### src/rtl/mac_result_drain.sv
// ---------------------------------------------------------------------------
// mac_result_drain
//
// Purpose:
//   Sequences a row of NUM_MACS multiply-accumulate cells through one tile:
//   clears them, gates their keep input over k_len accepted operand beats,
//   snapshots the final accumulators, then streams the lanes out one per
//   valid/ready handshake. Each lane is requantized with a logical right
//   shift followed by an unsigned saturate to OUT_WIDTH bits.
//
// Ports:
//   clk        clock
//   reset      asynchronous reset, active low
//   start      begin a tile (only looked at while idle)
//   k_len      number of operand beats to accumulate, latched on start
//   shift      requant right shift, latched on start
//   in_valid   feeder presents an operand beat to all MACs
//   in_ready   operand beats are accepted (accumulate phase only)
//   mac_reset  synchronous clear for the MAC cells (active high)
//   mac_keep   MAC hold control (1 = hold accumulator)
//   acc_in     MAC accumulators, lane i at [i*ACC_WIDTH +: ACC_WIDTH]
//   out_data   requantized lane result
//   out_valid  out_data is valid
//   out_ready  downstream accepts out_data
//   out_last   out_data belongs to lane NUM_MACS-1
//   busy       a tile is in progress
// ---------------------------------------------------------------------------
module mac_result_drain #(
   parameter int NUM_MACS    = 4,
   parameter int ACC_WIDTH   = 32,
   parameter int OUT_WIDTH   = 8,
   parameter int SHIFT_WIDTH = 5,
   parameter int KLEN_WIDTH  = 16
) (
   input  logic                          clk,
   input  logic                          reset,
   input  logic                          start,
   input  logic [KLEN_WIDTH-1:0]         k_len,
   input  logic [SHIFT_WIDTH-1:0]        shift,
   input  logic                          in_valid,
   output logic                          in_ready,
   output logic                          mac_reset,
   output logic                          mac_keep,
   input  logic [NUM_MACS*ACC_WIDTH-1:0] acc_in,
   output logic [OUT_WIDTH-1:0]          out_data,
   output logic                          out_valid,
   input  logic                          out_ready,
   output logic                          out_last,
   output logic                          busy
);

   localparam int IDX_W = (NUM_MACS > 1) ? $clog2(NUM_MACS) : 1;
   localparam logic [IDX_W-1:0] LAST_IDX = IDX_W'(NUM_MACS - 1);

   typedef enum logic [2:0] {IDLE, CLEAR, ACCUM, SETTLE, DRAIN} state_t;

   state_t                        state_reg;
   logic [KLEN_WIDTH-1:0]         k_len_reg;
   logic [KLEN_WIDTH-1:0]         beat_cnt_reg;
   logic [SHIFT_WIDTH-1:0]        shift_reg;
   logic [IDX_W-1:0]              idx_reg;
   logic [IDX_W-1:0]              idx_next;
   logic [NUM_MACS*ACC_WIDTH-1:0] snap_reg;
   logic [ACC_WIDTH-1:0]          snap_lane [NUM_MACS];
   logic [OUT_WIDTH-1:0]          out_data_reg;
   logic                          out_valid_reg;
   logic                          out_last_reg;
   logic                          in_ready_reg;
   logic                          mac_reset_reg;
   logic                          busy_reg;

   // Logical right shift, then clamp to the largest OUT_WIDTH-bit value.
   // Any bit left above OUT_WIDTH after the shift means overflow.
   function automatic logic [OUT_WIDTH-1:0] requant(input logic [ACC_WIDTH-1:0] acc,
                                                    input logic [SHIFT_WIDTH-1:0] sh);
      logic [ACC_WIDTH-1:0] shifted;
      shifted = acc >> sh;
      if (|(shifted >> OUT_WIDTH))
         requant = '1;
      else
         requant = shifted[OUT_WIDTH-1:0];
   endfunction

   for (genvar gi = 0; gi < NUM_MACS; gi++) begin : g_lane
      assign snap_lane[gi] = snap_reg[gi*ACC_WIDTH +: ACC_WIDTH];
   end

   assign idx_next = idx_reg + 1'b1;

   // The keep gate must follow in_valid in the same cycle so that a beat is
   // folded into the accumulators exactly when it is accepted.
   assign mac_keep  = (state_reg == ACCUM) ? ~in_valid : 1'b1;

   assign in_ready  = in_ready_reg;
   assign mac_reset = mac_reset_reg;
   assign out_data  = out_data_reg;
   assign out_valid = out_valid_reg;
   assign out_last  = out_last_reg;
   assign busy      = busy_reg;

   always_ff @(posedge clk or negedge reset) begin
      if (!reset) begin
         state_reg     <= IDLE;
         k_len_reg     <= '0;
         beat_cnt_reg  <= '0;
         shift_reg     <= '0;
         idx_reg       <= '0;
         snap_reg      <= '0;
         out_data_reg  <= '0;
         out_valid_reg <= 1'b0;
         out_last_reg  <= 1'b0;
         in_ready_reg  <= 1'b0;
         mac_reset_reg <= 1'b0;
         busy_reg      <= 1'b0;
      end else begin
         case (state_reg)
            IDLE: begin
               if (start) begin
                  k_len_reg     <= k_len;
                  shift_reg     <= shift;
                  mac_reset_reg <= 1'b1;
                  busy_reg      <= 1'b1;
                  state_reg     <= CLEAR;
               end
            end
            CLEAR: begin
               mac_reset_reg <= 1'b0;
               beat_cnt_reg  <= '0;
               if (k_len_reg != '0) begin
                  in_ready_reg <= 1'b1;
                  state_reg    <= ACCUM;
               end else begin
                  state_reg    <= SETTLE;
               end
            end
            ACCUM: begin
               if (in_valid) begin
                  beat_cnt_reg <= beat_cnt_reg + 1'b1;
                  if (beat_cnt_reg == k_len_reg - 1'b1) begin
                     in_ready_reg <= 1'b0;
                     state_reg    <= SETTLE;
                  end
               end
            end
            SETTLE: begin
               // The last beat landed in the MACs at the previous edge, so
               // acc_in is final now. Lane 0 is presented straight from it.
               snap_reg      <= acc_in;
               idx_reg       <= '0;
               out_data_reg  <= requant(acc_in[ACC_WIDTH-1:0], shift_reg);
               out_last_reg  <= (NUM_MACS == 1);
               out_valid_reg <= 1'b1;
               state_reg     <= DRAIN;
            end
            DRAIN: begin
               if (out_ready) begin
                  if (idx_reg == LAST_IDX) begin
                     out_valid_reg <= 1'b0;
                     out_last_reg  <= 1'b0;
                     busy_reg      <= 1'b0;
                     state_reg     <= IDLE;
                  end else begin
                     idx_reg      <= idx_next;
                     out_data_reg <= requant(snap_lane[idx_next], shift_reg);
                     out_last_reg <= (idx_next == LAST_IDX);
                  end
               end
            end
            default: state_reg <= IDLE;
         endcase
      end
   end

endmodule

### config.mk
export PLATFORM = sky130hd
export DESIGN_NAME = mac_result_drain
export DESIGN_NICKNAME = d
export VERILOG_FILES = /design/src/rtl/mac_result_drain.sv
export SDC_FILE = /design/constraint.sdc
export NUM_CORES = 1
export LEC_CHECK = 0
export ABC_CLOCK_PERIOD_IN_PS = 4600
export BUFFER_PORTS_ARGS = -buffer_cell sky130_fd_sc_hd__buf_4
export CAP_MARGIN = 30
export CORE_MARGIN = 2
export CORE_UTILIZATION = 40
export DETAILED_ROUTE_END_ITERATION = 10
export GPL_ROUTABILITY_DRIVEN = 1
export PLACE_DENSITY = 0.7
export SLEW_MARGIN = 20
export SYNTH_ARGS = -nofsm -noshare
export SYNTH_HDL_FRONTEND = slang
export SYNTH_SLANG_ARGS = --single-unit
export TNS_END_PERCENT = 50
### constraint.sdc
create_clock -name clk -period 4.6 [get_ports clk]
set_input_delay 0.46 -clock clk [delete_from_list [all_inputs] [get_ports clk]]
set_output_delay 0.46 -clock clk [all_outputs]
set_load 0.05 [all_outputs]
==> metrics <==
post-CTS clock slew at the launch and capture registers of the worst setup and hold paths around 0.070 ns; diode insertion count for antenna repair 0; pin count of the biggest net entering global routing 103; TritonCTS Buffers 17; crit path kind reg2reg; placed cell count 1,700; minimum clock period around 3.6 ns; number of top-level pins 168; post-route setup TNS 0 ns; power per unit of standard cell area 783.7 nW/um^2; register area share after synthesis 0.3575; CORE AREA 31,560 sq um; clock power share 0.129; antenna-violating nets left 0; Synth Flop Type sky130_fd_sc_hd__dfrtp_1; worst slew margin relative to its limit 0.3340; arrival time worst endpoint between 3 and 4 ns; Hold Crit Class in2async; global router's overall resource usage 0.2305; HPWL after DPL 28,200 microns; gate count after technology mapping 1,206; reg-to-reg startpoint idx_reg[1]$_DFFE_PN0P_; H-tree levels 4; total of buffers placed on input and output ports about 170; final hold violations 0; sequential share of power 0.279; CTS Hold Bufs 0; required time of the critical path 4.91 ns; count of instances resized after the clock tree is built 0; via count 10,510; top library cells by usage in the layout, fill and taps aside 185 x sky130_fd_sc_hd__buf_4, 180 x sky130_fd_sc_hd__dfrtp_1, 151 x sky130_fd_sc_hd__mux2_2; number of DRC violations after detailed-routing iteration 0 ~1,200; Critical Path Start Type flop; maximum count of clock buffers along a single path 2; crit path from idx_reg[1]$_DFFE_PN0P_; netlist area before placement roughly 13,000 sq um; setup repair after global routing missed its margin no; first drt pass iteration count 8; library cells used by synthesis 76; count of unresolved DRC violations after routing 0; net count after synthesis roughly 1,400; Core Util, Final 0.4718; clock latency on the worst-skew pair 0.45 ns; net switching fraction of the power 0.4479; share of post-route cells with drive strength above 1 0.3504; number of max-slew violations in the final report 0; met3 WL between 2000 and 3000 microns; post-CTS setup-driven buffer insertion count 0; Final Routed Wirelength 38,300 microns; clock sinks 183; mean instance size in the synthesized netlist around 11 sq um; Vias/cell 6.066; via count of the first global-routing pass 10,410; TritonCTS clock tree built; most common cell after layout, fill and taps aside sky130_fd_sc_hd__buf_4; Internal 6.442 mW; antenna violations before repair 1; Starting Density 0.4060; highest routed layer met4; number of register bits inferred by synthesis about 180; maximum capacitance violations 0; highest clock rate 274.3 MHz; synthesis-to-layout area growth 16.21%; buffer cell driving the clock tree root sky130_fd_sc_hd__clkbuf_16; top fanout value on the critical path 36; Power Total 11.67 mW; Final Cycle Share 0.7924; routed length per instance roughly 22 microns; number of endpoints failing setup at the final stage 0; switching pwr 5.226 mW; vertical extent of the die 183.0 microns; number of flip-flops in the largest register 128; Leakage Power 6.276 nW; highest ir drop seen on vdd 0.0003756 V; result of the run finished clean; count of flip-flops with a built-in enable after synthesis 0; number of standard cells in the layout, taps in and fillers out 1,732; kind of end point of the critical path flop; global-route wire length before repair 60,220 microns; Yosys Warn Count 0; worst clock skew on the final layout 0.01442 ns; horizontal die dimension 183.0 microns; Die Footprint 33,470 sq um; transition time of the tightest slew-check pin approximately 0.99 ns; routability cong. 0.9024; Combinational Power Share 0.592; routed length on met2 18,140 microns; # nets final 1,475; share of synthesized flip-flops with an asynchronous set or reset 1.000; row count 65; Met1 Wirelength ~17,000 microns; remaining global-route overflow 0
## routing by layer
metal	GRT usage	up-vias
met5	0	-
met1	0.3281	5354
met3	0.04051	23
met2	0.3714	379
li1	-	4750
met4	0.04576	0
## logic make-up after synthesis
logic type               count (synthesis)  share of synthesized area
buffers and inverters                  115                    0.04424
multiplexers                           327                     0.3351
AO/OA/AOI/OAI                          207                     0.1098
XOR/XNOR                                34                    0.02324
AND/OR/NAND/NOR                        336                     0.1263
adder cells (fa/ha/maj)                  4                   0.003907
flip-flops                             183                     0.3575
## final cells by class
cell class	instances	area (sq um)
Clock buffer	19	442.9
Inverter	18	67.56
Fill cell	2972	16670
Sequential cell	183	4586
Multi-Input combinational cell	908	7682
Clock inverter	13	146.4
Timing Repair Buffer	189	1460
Tap cell	402	503.0
## power by group through the flow
stage	registers (mW)	logic (mW)	clock network [mW]
after floorplan	2.86	5.47	0
after global placement	3.24	6.72	0
after detailed placement	3.26	6.81	0
after CTS	3.24	6.85	1.54
after global routing	3.35	7.46	1.60
final	3.25	6.91	1.51
## critical path: stages (launching register included)
cell	delay, ns
sky130_fd_sc_hd__dfrtp_1	0.43
sky130_fd_sc_hd__ha_4	0.68
sky130_fd_sc_hd__buf_4	0.27
sky130_fd_sc_hd__mux4_2	0.32
sky130_fd_sc_hd__mux2_4	0.32
sky130_fd_sc_hd__a32oi_1	0.19
sky130_fd_sc_hd__a31oi_1	0.15
sky130_fd_sc_hd__nor3_1	0.53
sky130_fd_sc_hd__nand2_1	0.18
sky130_fd_sc_hd__a211oi_4	0.30
sky130_fd_sc_hd__a211oi_1	0.13
## synthesized netlist by cell type, types with 4 or more instances
library cell	count	area, sq um
sky130_fd_sc_hd__dfrtp_1	183	4579
sky130_fd_sc_hd__mux2_2	151	1700
sky130_fd_sc_hd__nand2_1	126	473.0
sky130_fd_sc_hd__mux2i_1	109	1091
sky130_fd_sc_hd__nor2_1	73	274.0
sky130_fd_sc_hd__mux4_2	66	1486
sky130_fd_sc_hd__clkbuf_1	49	183.9
sky130_fd_sc_hd__o21ai_0	44	220.2
sky130_fd_sc_hd__a21oi_1	40	200.2
sky130_fd_sc_hd__nor3_1	29	145.1
sky130_fd_sc_hd__nand3_1	26	130.1
sky130_fd_sc_hd__buf_2	23	115.1
sky130_fd_sc_hd__xnor2_1	20	175.2
sky130_fd_sc_hd__a22oi_1	15	112.6
sky130_fd_sc_hd__a211oi_1	14	105.1
sky130_fd_sc_hd__inv_1	14	52.55
sky130_fd_sc_hd__xor2_1	14	122.6
sky130_fd_sc_hd__a31oi_1	11	68.82
sky130_fd_sc_hd__o211ai_1	11	82.58
sky130_fd_sc_hd__a22o_1	10	87.58
sky130_fd_sc_hd__nand4_1	10	62.56
sky130_fd_sc_hd__nor4_1	10	62.56
sky130_fd_sc_hd__or3_1	9	56.30
sky130_fd_sc_hd__buf_1	8	30.03
sky130_fd_sc_hd__buf_6	8	90.09
sky130_fd_sc_hd__nor2b_1	8	50.05
sky130_fd_sc_hd__a2111oi_0	6	52.55
sky130_fd_sc_hd__a211o_1	6	52.55
sky130_fd_sc_hd__buf_4	6	45.04
sky130_fd_sc_hd__or2_2	6	37.54
sky130_fd_sc_hd__and2_1	5	31.28
sky130_fd_sc_hd__and3_1	5	31.28
sky130_fd_sc_hd__o2111ai_1	5	43.79
sky130_fd_sc_hd__o221ai_1	5	43.79
sky130_fd_sc_hd__o22ai_1	5	31.28
sky130_fd_sc_hd__o31ai_1	5	37.54
sky130_fd_sc_hd__a32oi_1	4	35.03
sky130_fd_sc_hd__ha_1	4	50.05
sky130_fd_sc_hd__nand2b_1	4	25.02
sky130_fd_sc_hd__nor3b_1	4	30.03
## per-stage QoR
stage	setup WS [ns]	instance area, sq um	hold WS (ns)
global route	0.6924	14890	0.1125
global placement	1.061	14300	0.4854
CTS	0.9774	14890	0.07223
floorplan	0.8850	12810	0.1644
detailed placement	0.9983	14300	0.4944
finish	0.9548	14890	0.04520
## worst paths after layout
kind,endpoint,slack [ns],depth (start not counted)
min in group clk,shift_reg[3]$_DFFE_PN0P_,0.22,3
hold reg to reg,snap_reg[92]$_DFFE_PN0P_,0.51,1
hold / removal,snap_reg[23]$_DFFE_PN0P_,0.05,1
setup / recovery,out_data[1]$_DFFE_PN0P_,0.95,10
setup reg to reg,out_data[1]$_DFFE_PN0P_,0.95,10
max in group asynchronous,shift_reg[1]$_DFFE_PN0P_,3.48,2
Power figures use the tool's default switching activity.
